**config.mk**
```make
export PLATFORM = sky130hd
export DESIGN_NAME = output_port_allocator
export DESIGN_NICKNAME = d
export VERILOG_FILES = /design/src/rtl/noc_router_pkg.sv /design/src/rtl/rr_arbiter.sv /design/src/rtl/output_port_allocator.sv
export SDC_FILE = /design/constraint.sdc
export NUM_CORES = 1
export LEC_CHECK = 0
export ABC_AREA = 0
export CELL_PAD_IN_SITES_DETAIL_PLACEMENT = 0
export CELL_PAD_IN_SITES_GLOBAL_PLACEMENT = 1
export CORE_ASPECT_RATIO = 1.5
export CORE_MARGIN = 3
export CORE_UTILIZATION = 45
export CTS_BUF_LIST = sky130_fd_sc_hd__clkbuf_2
export DETAILED_ROUTE_END_ITERATION = 7
export GPL_TIMING_DRIVEN = 0
export PLACE_DENSITY_LB_ADDON = 0.2
export SLEW_MARGIN = 20
export SYNTH_ARGS = -nofsm -noshare
export SYNTH_HDL_FRONTEND = slang
export SYNTH_SLANG_ARGS = --single-unit
```
**constraint.sdc**
```tcl
create_clock -name clk -period 7.9 [get_ports clk]
set_input_delay 0.79 -clock clk [delete_from_list [all_inputs] [get_ports clk]]
set_output_delay 0.79 -clock clk [all_outputs]
set_load 0.1 [all_outputs]
```
**src/rtl/noc_router_pkg.sv**
```systemverilog
// Shared NoC router definitions.
// Contents:
//   - Port index constants (LOCAL, NORTH, SOUTH, EAST, WEST) used to
//     address input and output ports of the router.
//   - alloc_state_e: state type of the per-output-port allocator.
//     IDLE   : the output is free; a head flit may win arbitration.
//     LOCKED : a multi-flit packet owns the output until its tail passes.
package noc_router_pkg;

  localparam int LOCAL = 0;
  localparam int NORTH = 1;
  localparam int SOUTH = 2;
  localparam int EAST  = 3;
  localparam int WEST  = 4;

  typedef enum logic {
    IDLE   = 1'b0,
    LOCKED = 1'b1
  } alloc_state_e;

endpackage

```
**src/rtl/rr_arbiter.sv**
```systemverilog
// Combinational round-robin arbiter.
// The first set bit of eligible is chosen, scanning upward from rr_ptr
// and wrapping modulo NUM_INPUTS. The pointer itself lives in the caller,
// so the same block can be reused wherever a rotating priority is needed.
// Ports:
//   eligible   in  NUM_INPUTS  request vector, already masked by the caller
//   rr_ptr     in  IDX_WIDTH   index with highest priority this cycle
//   winner     out NUM_INPUTS  one-hot grant, zero when nothing is eligible
//   winner_idx out IDX_WIDTH   index of the winner, zero when nothing is eligible
//   any        out 1           at least one eligible bit
module rr_arbiter #(
  parameter int NUM_INPUTS = 5,
  parameter int IDX_WIDTH  = $clog2(NUM_INPUTS)
) (
  input  logic [NUM_INPUTS-1:0] eligible,
  input  logic [IDX_WIDTH-1:0]  rr_ptr,
  output logic [NUM_INPUTS-1:0] winner,
  output logic [IDX_WIDTH-1:0]  winner_idx,
  output logic                  any
);

  int idx;

  always_comb begin
    winner     = '0;
    winner_idx = '0;
    any        = 1'b0;
    idx        = 0;
    for (int k = 0; k < NUM_INPUTS; k++) begin
      idx = (int'(rr_ptr) + k) % NUM_INPUTS;
      if (!any && eligible[idx]) begin
        any         = 1'b1;
        winner_idx  = IDX_WIDTH'(idx);
        winner[idx] = 1'b1;
      end
    end
  end

endmodule

```
**src/rtl/output_port_allocator.sv**
```systemverilog
// Per-output-port switch allocator and credit tracker.
// Arbitrates wormhole packets from NUM_INPUTS input buffers onto a single
// output link. A head flit wins round-robin arbitration in the cycle it is
// presented (zero-latency grant); a multi-flit packet then locks the output
// to its owner until the tail flit is transferred. Every flit is gated on a
// downstream credit.
// Ports:
//   clk           in  1           NoC clock
//   rst           in  1           synchronous active-high reset
//   req           in  NUM_INPUTS  input i has a flit routed to this port
//   req_is_tail   in  NUM_INPUTS  the head-of-buffer flit of input i is a tail
//   turn_disable  in  NUM_INPUTS  input i may never start a packet here
//   credit_in     in  1           downstream returned one credit
//   grant         out NUM_INPUTS  one-hot, combinational transfer strobe
//   send          out 1           OR of grant; output link register loads
//   owner_idx     out IDX_WIDTH   granted (IDLE) or locked owner index
//   locked        out 1           a packet is in flight (state LOCKED)
//   credit_count  out CRED_WIDTH  current downstream credit count
//   credit_err    out 1           sticky: credit returned while already full
//
// Handshake: grant[i] is the only transfer qualifier. Input i dequeues its
// head flit in exactly the cycles where grant[i]=1; req is not required to
// stay stable across cycles and no ready signal is involved.
module output_port_allocator
  import noc_router_pkg::*;
#(
  parameter int NUM_INPUTS        = 5,
  parameter int FLIT_BUFFER_DEPTH = 2,
  parameter int IDX_WIDTH         = $clog2(NUM_INPUTS),
  parameter int CRED_WIDTH        = $clog2(FLIT_BUFFER_DEPTH + 1)
) (
  input  logic                  clk,
  input  logic                  rst,
  input  logic [NUM_INPUTS-1:0] req,
  input  logic [NUM_INPUTS-1:0] req_is_tail,
  input  logic [NUM_INPUTS-1:0] turn_disable,
  input  logic                  credit_in,
  output logic [NUM_INPUTS-1:0] grant,
  output logic                  send,
  output logic [IDX_WIDTH-1:0]  owner_idx,
  output logic                  locked,
  output logic [CRED_WIDTH-1:0] credit_count,
  output logic                  credit_err
);

  localparam logic [CRED_WIDTH-1:0] CRED_MAX = CRED_WIDTH'(FLIT_BUFFER_DEPTH);
  localparam logic [IDX_WIDTH-1:0]  IDX_LAST = IDX_WIDTH'(NUM_INPUTS - 1);

  alloc_state_e          state, state_next;
  logic [IDX_WIDTH-1:0]  owner, owner_next;
  logic [IDX_WIDTH-1:0]  rr_ptr, rr_ptr_next;
  logic [CRED_WIDTH-1:0] credit_next;
  logic                  err_set;

  logic [NUM_INPUTS-1:0] eligible;
  logic [NUM_INPUTS-1:0] arb_winner;
  logic [IDX_WIDTH-1:0]  arb_idx;
  logic                  arb_any;
  logic                  has_credit;

  assign eligible   = req & ~turn_disable;
  assign has_credit = (credit_count != '0);

  rr_arbiter #(
    .NUM_INPUTS (NUM_INPUTS),
    .IDX_WIDTH  (IDX_WIDTH)
  ) u_arb (
    .eligible   (eligible),
    .rr_ptr     (rr_ptr),
    .winner     (arb_winner),
    .winner_idx (arb_idx),
    .any        (arb_any)
  );

  // Next-state, grant and owner_idx. Grants are suppressed while rst is
  // high so nothing leaves the port during reset.
  always_comb begin
    state_next  = state;
    owner_next  = owner;
    rr_ptr_next = rr_ptr;
    grant       = '0;
    owner_idx   = owner;
    if (!rst) begin
      unique case (state)
        IDLE: begin
          if (has_credit && arb_any) begin
            grant     = arb_winner;
            owner_idx = arb_idx;
            if (req_is_tail[arb_idx]) begin
              // Single-flit packet: port stays free, priority rotates.
              rr_ptr_next = (arb_idx == IDX_LAST) ? '0 : arb_idx + IDX_WIDTH'(1);
            end else begin
              state_next = LOCKED;
              owner_next = arb_idx;
            end
          end
        end
        LOCKED: begin
          // turn_disable is not consulted: the owner already passed it at
          // the head, and a bubble (req low) simply holds the lock.
          if (req[owner] && has_credit) begin
            grant[owner] = 1'b1;
            if (req_is_tail[owner]) begin
              state_next  = IDLE;
              rr_ptr_next = (owner == IDX_LAST) ? '0 : owner + IDX_WIDTH'(1);
            end
          end
        end
        default: state_next = IDLE;
      endcase
    end
  end

  assign send   = |grant;
  assign locked = (state == LOCKED);

  // Credit update: count - send + credit_in. A send is only possible with
  // a nonzero count, so the decrement cannot underflow. A return at full
  // with no send is a protocol error; the count saturates.
  always_comb begin
    credit_next = credit_count;
    err_set     = 1'b0;
    unique case ({send, credit_in})
      2'b10: credit_next = credit_count - CRED_WIDTH'(1);
      2'b01: begin
        if (credit_count == CRED_MAX) err_set = 1'b1;
        else                          credit_next = credit_count + CRED_WIDTH'(1);
      end
      default: credit_next = credit_count;
    endcase
  end

  always_ff @(posedge clk) begin
    if (rst) begin
      state        <= IDLE;
      owner        <= '0;
      rr_ptr       <= '0;
      credit_count <= CRED_MAX;
      credit_err   <= 1'b0;
    end else begin
      state        <= state_next;
      owner        <= owner_next;
      rr_ptr       <= rr_ptr_next;
      credit_count <= credit_next;
      if (err_set) credit_err <= 1'b1;
    end
  end

endmodule

```
## Word level (Yosys, flattened, before mapping)

Index checks and enable logic that the tools add are counted.

| operators by class | value |
|---|---|
| add/subtract/negate cells | 8 |
| equal/unequal tests | 10 |
| multiplexer cells | 71 |
| $lt $le $gt $ge | 13 |
| reductions and logical operators | 22 |
| bitwise operators | 8 |
| divide/modulo/power cells | 5 |

Operator list:

| kind | count |
|---|---|
| $ge 32x1->1 const B | 5 |
| $lt 32x5->1 const B | 5 |
| $mod 32x4->32 const B | 4 |
| $mux 3 | 14 |
| $mux 5 | 8 |
| $mod 4x4->32 const B | 1 |
| $mux 1 | 30 |
| $bmux 1 s3 | 8 |
| $or 5x5->5 | 4 |
| $demux 1 s3 | 6 |
| $logic_and 1x1->1 | 12 |
| $pmux 5 s2 | 1 |
| $add 3x2->4 const B | 2 |
| $lt 3x4->1 const B | 2 |
| $add 3x1->3 const B | 2 |
| $eq 3x3->1 const B | 2 |
| $ne 2x2->1 const B | 3 |
| $pmux 3 s2 | 1 |
| $and 5x5->5 | 1 |
| $not 5->5 | 1 |
| $reduce_or 5->1 | 1 |
| $add 3x1->4 const B | 1 |
| $add 3x3->4 const B | 1 |
| $eq 2x2->1 const B | 2 |
| other kinds (14) | 20 |

| storage, ports and cells | value |
|---|---|
| register bits after elaboration | 10 |

## Depth between registers and ports, before layout

| logic depth | value |
|---|---|
| depth after elaboration | 26 |
| mapped depth | 29 |

## Modules after synthesis

Synthesis repeated with hierarchy kept, for this count alone.

| unflattened totals | value |
|---|---|
| cell total of the unflattened synthesis | 446 |
| area, all modules | 3201.8 sq um |

Modules (own cells, without submodules):

| module | instances | area each (sq um) | seq. area each (sq um) | cells each |
|---|---|---|---|---|
| rr_arbiter | 1 | 2283.4 | 0.0 | 334 |
| output_port_allocator | 1 | 918.4 | 200.2 | 112 |

## Worst setup path after synthesis

No wires, ideal clock.

| path | value |
|---|---|
| path kind | register to output |
| start | register rr_ptr[0] |
| end | output port send |
| path buffers | 5 |
| data arrival time | 7.595 ns |
| stages on the path, launching flop included | 26 |
| setup slack | -0.485 ns |
| path through | dfxtp_1 > buf_2 > buf_2 > clkbuf_1 > inv_1 > ha_1 > inv_1 > ha_1 > clkbuf_1 > inv_1 > ha_1 > or3_1 > nand3_1 > nand2_1 > ha_1 > nand2b_1 > o211a_1 > o211a_1 > or2_2 > o2111ai_1 > o21a_1 > buf_1 > o31ai_1 > a31oi_1 > nor2_1 > nand2_1 |

| between the ends | value |
|---|---|
| longest elaborated chain between the ends | 22 |
| elaborated cells on any way between the ends | 76 |

RTL lines:

| item | line | text |
|---|---|---|
| start, declared | output_port_allocator.sv:51 | `logic [IDX_WIDTH-1:0] rr_ptr, rr_ptr_next;` |
| start signal, assigned | output_port_allocator.sv:143 | `rr_ptr <= rr_ptr_next;` |
| parallel branches: the longest is 18 deep, another holds $mod 32x4->32 | n/a |  |
| $mux 5 * | output_port_allocator.sv:86 | `if (has_credit && arb_any) begin` |
| $pmux 5 s2 * | output_port_allocator.sv:84 | `unique case (state)` |
| $mux 5 * | output_port_allocator.sv:83 | `if (!rst) begin` |
| via grant[3] | output_port_allocator.sv:38 | `output logic [NUM_INPUTS-1:0] grant,` |
| $reduce_or 5->1 * | output_port_allocator.sv:114 | `assign send = \|grant;` |
| end, declared | output_port_allocator.sv:39 | `output logic send,` |

Mark *: on every way through the listed nets, which the timed path passes. The select of a mux whose other input is x is not followed.

## Worst setup path after layout

| path | value |
|---|---|
| start | register rr_ptr[0] |
| end | output port send |

| between the ends | value |
|---|---|
| longest elaborated chain between the ends | 22 |
| elaborated cells on any way between the ends | 76 |

RTL lines:

| item | line |
|---|---|
| parallel branches: the longest is 18 deep, another holds $mod 32x4->32 | n/a |
| $mux 5 * | output_port_allocator.sv:86 |
| $pmux 5 s2 * | output_port_allocator.sv:84 |
| $mux 5 * | output_port_allocator.sv:83 |
| $reduce_or 5->1 * | output_port_allocator.sv:114 |

Mark *: on every way between the ends. The select of a mux whose other input is x is not followed.

==> flow_metrics.env <==
export IMPL_hold_class="flip-flop to flip-flop"
export IMPL_synthAdderAreaFrac=0.122
export IMPL_antenna_found_initial=0
export IMPL_slew_violations=0
export IMPL_crit_path_max_incr_delay_ns=0.49
export IMPL_p_clk_frac=0.020
export IMPL_area_delta_synth_final_pct=13.8
export IMPL_synth_nets=595
export IMPL_async_flop_share=0
export IMPL_cts_buffer_depth=2
export IMPL_first_pass_iters=5
export IMPL_period_minus_slack_ns=7.56
export IMPL_setup_violations=0
export IMPL_max_freq_ghz=0.132
export IMPL_p_switching_w=0.000984
export IMPL_wl_per_cell_um=20.6
export IMPL_cts_tree="yes"
export IMPL_seqPwrFrac=0.058
export IMPL_dp_cells=676
export IMPL_use_met1=0.328
export IMPL_synth_top_family_by_area="compound AO/OA/AOI/OAI gates"
export IMPL_io_buffers=30
export IMPL_cts_inserted_buffers=3
export IMPL_layout_drive_gt1_share=0.123
export IMPL_p_leak_nw=1.63
export IMPL_initial_utilization=0.467
export IMPL_ys_seq_area_frac=0.0532
export IMPL_hold_viol=0
export IMPL_cpLargestDelayFamily="buffers and inverters"
export IMPL_antenna_left=0
export IMPL_grt_pass1_wl_um=22000
export IMPL_cts_sinks=10
export IMPL_vias=4479
export IMPL_ys_seq_elements=10
export IMPL_outcome="completed"
export IMPL_path_buf_inv=8
export IMPL_met3_usage=0.0207
export IMPL_synth_compound_area_frac=0.364
export IMPL_swShare=0.653
export IMPL_synth_simple_area_share=0.309
export IMPL_drt_iter0_drc=287
export IMPL_grt_pass1_vias=4338
export IMPL_skew_ns=0.00847
export IMPL_die_height_um=118
export IMPL_drt_total_wl_um=14000
export IMPL_slowest_stage="dfxtp_2"
export IMPL_num_rows=40
export IMPL_grt_busiest_layer="met2"
export IMPL_comb_power_share=0.921
export IMPL_maxSlewHeadroom=0.343
export IMPL_grt_met2_usage=0.524
export IMPL_postSynthCellCount=541
export IMPL_place_congestion=0.941
export IMPL_clockRootBuffer="clkbuf_2"
export IMPL_rsz0062_at_grt="no"
export IMPL_dieArea_um2=9510
export IMPL_grt_max_degree=12
export IMPL_ctsHoldBuffers=0
export IMPL_place_ws_ns=-1.00
export IMPL_synth_warnings=0
export IMPL_clkTransAtPathRegs_ns=0.11
export IMPL_track_usage=0.289
export IMPL_stdcell_count=681
export IMPL_synth_xor_area_share=0.0190
export IMPL_path_class="flip-flop to primary output"
export IMPL_diodes=0
export IMPL_clk_latency_ns=0.27
export IMPL_drt_drc_violations_left=0
export IMPL_dpl_hpwl_um=11200
export IMPL_start_kind="flip-flop"
export IMPL_core_um2=8060
export IMPL_cp_max_fo=11
export IMPL_tightest_slew_ns=0.983
export IMPL_grt_ovfl_total=0
export IMPL_synth_edf_count=0
export IMPL_drv_cap=0
export IMPL_period_share=0.956
export IMPL_ir_drop_mv=0.316
export IMPL_muxShareOfSynthArea=0.0749
export IMPL_ioPinCount=31
export IMPL_worst_slack_ns=0.345
export IMPL_htreeDepth=1
export IMPL_power_density_nw_per_um2=352
export IMPL_end_kind="primary output"
export IMPL_nNetsFinal=631
export IMPL_crit_arrival_ns=6.77
export IMPL_required_ns=7.11
export IMPL_via_per_inst=6.58
export IMPL_ys_types=82
export IMPL_p_int_w=0.000522
export IMPL_syn_cell_area_um2=3760
export IMPL_syn_area_per_cell_um2=6.95
export IMPL_crit_chain="clkbuf_4 > buf_2 > clkbuf_4 > inv_1 > ha_1 > buf_2 > inv_1 > buf_2 > ha_1 > or3_1 > nand3_1 > nand2_1 > ha_1 > nand2b_1 > o211a_1 > o21a_1 > mux2i_4 > o31a_1 > o21a_2 > o31a_1 > a31oi_2 > nor2_1 > nand2_1 > clkbuf_4"
export IMPL_synth_flop_cell="dfxtp_1"
export IMPL_die_w_um=80.6
## cell usage after synthesis (3+ instances only)
library cell | number | area [um2]
nand3_1 | 22 | 110
nor2b_1 | 11 | 68.8
nor3_1 | 23 | 115
or3_1 | 4 | 25.0
a21o_1 | 6 | 45.0
a21oi_1 | 33 | 165
buf_2 | 6 | 30.0
nor4_1 | 5 | 31.3
nor3_2 | 3 | 30.0
nand2_1 | 50 | 188
mux2_2 | 3 | 33.8
inv_2 | 3 | 11.3
o21a_1 | 4 | 30.0
or2_2 | 7 | 43.8
xnor2_1 | 5 | 43.8
o211a_1 | 5 | 50.1
nor3b_1 | 4 | 30.0
and2_1 | 6 | 37.5
nand2b_1 | 12 | 75.1
nand3b_1 | 5 | 37.5
o22ai_1 | 5 | 31.3
a211oi_1 | 5 | 37.5
nor2_1 | 44 | 165
nand4_1 | 9 | 56.3
a311oi_1 | 5 | 43.8
o311ai_0 | 3 | 26.3
ha_1 | 35 | 438
dfxtp_1 | 10 | 200
mux2i_1 | 18 | 180
clkbuf_1 | 17 | 63.8
o31ai_1 | 8 | 60.1
o221ai_1 | 5 | 43.8
inv_1 | 23 | 86.3
o21ai_1 | 6 | 30.0
o21ai_0 | 30 | 150
o211ai_1 | 11 | 82.6
buf_1 | 4 | 15.0
a31oi_1 | 12 | 75.1
and3_1 | 5 | 31.3
nor4b_1 | 4 | 35.0
## sequential cells by signal, indices dropped and copies added (netlist names)
name	count
credit_count	2
credit_err	1
locked	1
owner	3
rr_ptr	3
## power groups by stage
stage          registers [W]  clock network (W)  logic, W
2_1_floorplan       0.000135                  0  0.000970
3_3_place_gp       0.0000878                  0   0.00133
3_5_place_dp       0.0000877                  0   0.00134
4_1_cts            0.0000871          0.0000308   0.00134
5_1_grt            0.0000900          0.0000328   0.00149
6_report           0.0000878          0.0000306   0.00139
## through the flow
stage               hold WS (ns)  cell area [um2]  setup TNS, ns   util  total power (W)
global placement           0.458             4220          -7.22  0.523          0.00142
detailed placement         0.476             4220          -7.42  0.523          0.00142
finish                     0.504             4280              0  0.531          0.00151
floorplan                  0.591             3790        -0.0986      -          0.00111
global route               0.577             4280              0  0.531          0.00162
CTS                        0.508             4230              0  0.525          0.00145
## final cells by class
class                           count  area [um2]
Clock buffer                        3        15.0
Tap cell                          105         131
Multi-Input combinational cell    476        3400
Sequential cell                    10         201
Clock inverter                      1        3.75
Buffer                             28         128
Timing Repair Buffer               32         299
Fill cell                         845        3780
Inverter                           26        97.6
## metal layers
metal / part of all wire / routed length, um
met4: 0.054 / 753
met1: 0.38 / 5340
met5: 0 / 0
met3: 0.047 / 653
met2: 0.52 / 7250
## worst register-to-register path: stages (launching register included)
cell      delay, ns
dfxtp_2        0.49
clkbuf_4       0.31
buf_2          0.30
clkbuf_4       0.29
inv_1          0.14
ha_1           0.41
buf_2          0.26
inv_1          0.14
buf_2          0.22
ha_1           0.26
or3_1          0.42
nand3_1        0.13
nand2_1        0.14
ha_1           0.23
nand2b_1       0.21
o211a_1        0.18
o21a_1         0.24
mux2i_4        0.24
o31a_1         0.34
o21a_2         0.30
o32ai_4        0.46
mux2_2         0.40
o211a_1        0.15
o21ai_2        0.29
mux2_1         0.36
## placed cells by master, fill, tap and decap left out, types with 6 or more instances in the layout
cell	n
o31ai_1	7
or2_2	7
nand4_1	9
a31oi_1	8
a21o_1	6
nand3_1	22
ha_1	35
nor2_1	42
o21ai_0	29
buf_2	7
nor3_1	23
nand2_1	50
a21oi_1	33
nor2b_1	11
clkbuf_1	15
o21ai_1	7
o211ai_1	11
mux2i_1	16
dfxtp_1	9
nand2b_1	12
clkdlybuf4s50_1	21
and2_1	6
buf_4	7
inv_1	23
## kinds of logic (layout without fill, tap and decap cells)
| family | count (synthesis) | count (layout) |
|---|---|---|
| XOR/XNOR | 6 | 6 |
| flip-flops | 10 | 10 |
| AO/OA/AOI/OAI | 186 | 186 |
| multiplexers | 25 | 25 |
| AND/OR/NAND/NOR | 223 | 223 |
| buffers and inverters | 55 | 90 |
| adder cells (fa/ha/maj) | 36 | 36 |
## worst paths after layout
| path | from | to | slack, ns | cells after the start |
|---|---|---|---|---|
| min | credit_err | credit_err | 0.50 | 2 |
| min reg2reg | credit_err | credit_err | 0.50 | 2 |
| max | rr_ptr[0] | send | 0.34 | 24 |
| max reg2reg | rr_ptr[0] | rr_ptr[1] | 0.88 | 24 |
## timing repair
action / in CTS / in global routing
setup buffers: 0 / 2
gates resized for setup: 48 / 14
pin swaps: 0 / 1
setup endpoints to repair: 9 / 9
endpoints found under the hold margin: 0 / 0
No activity file was read; power rests on OpenSTA's default activity.
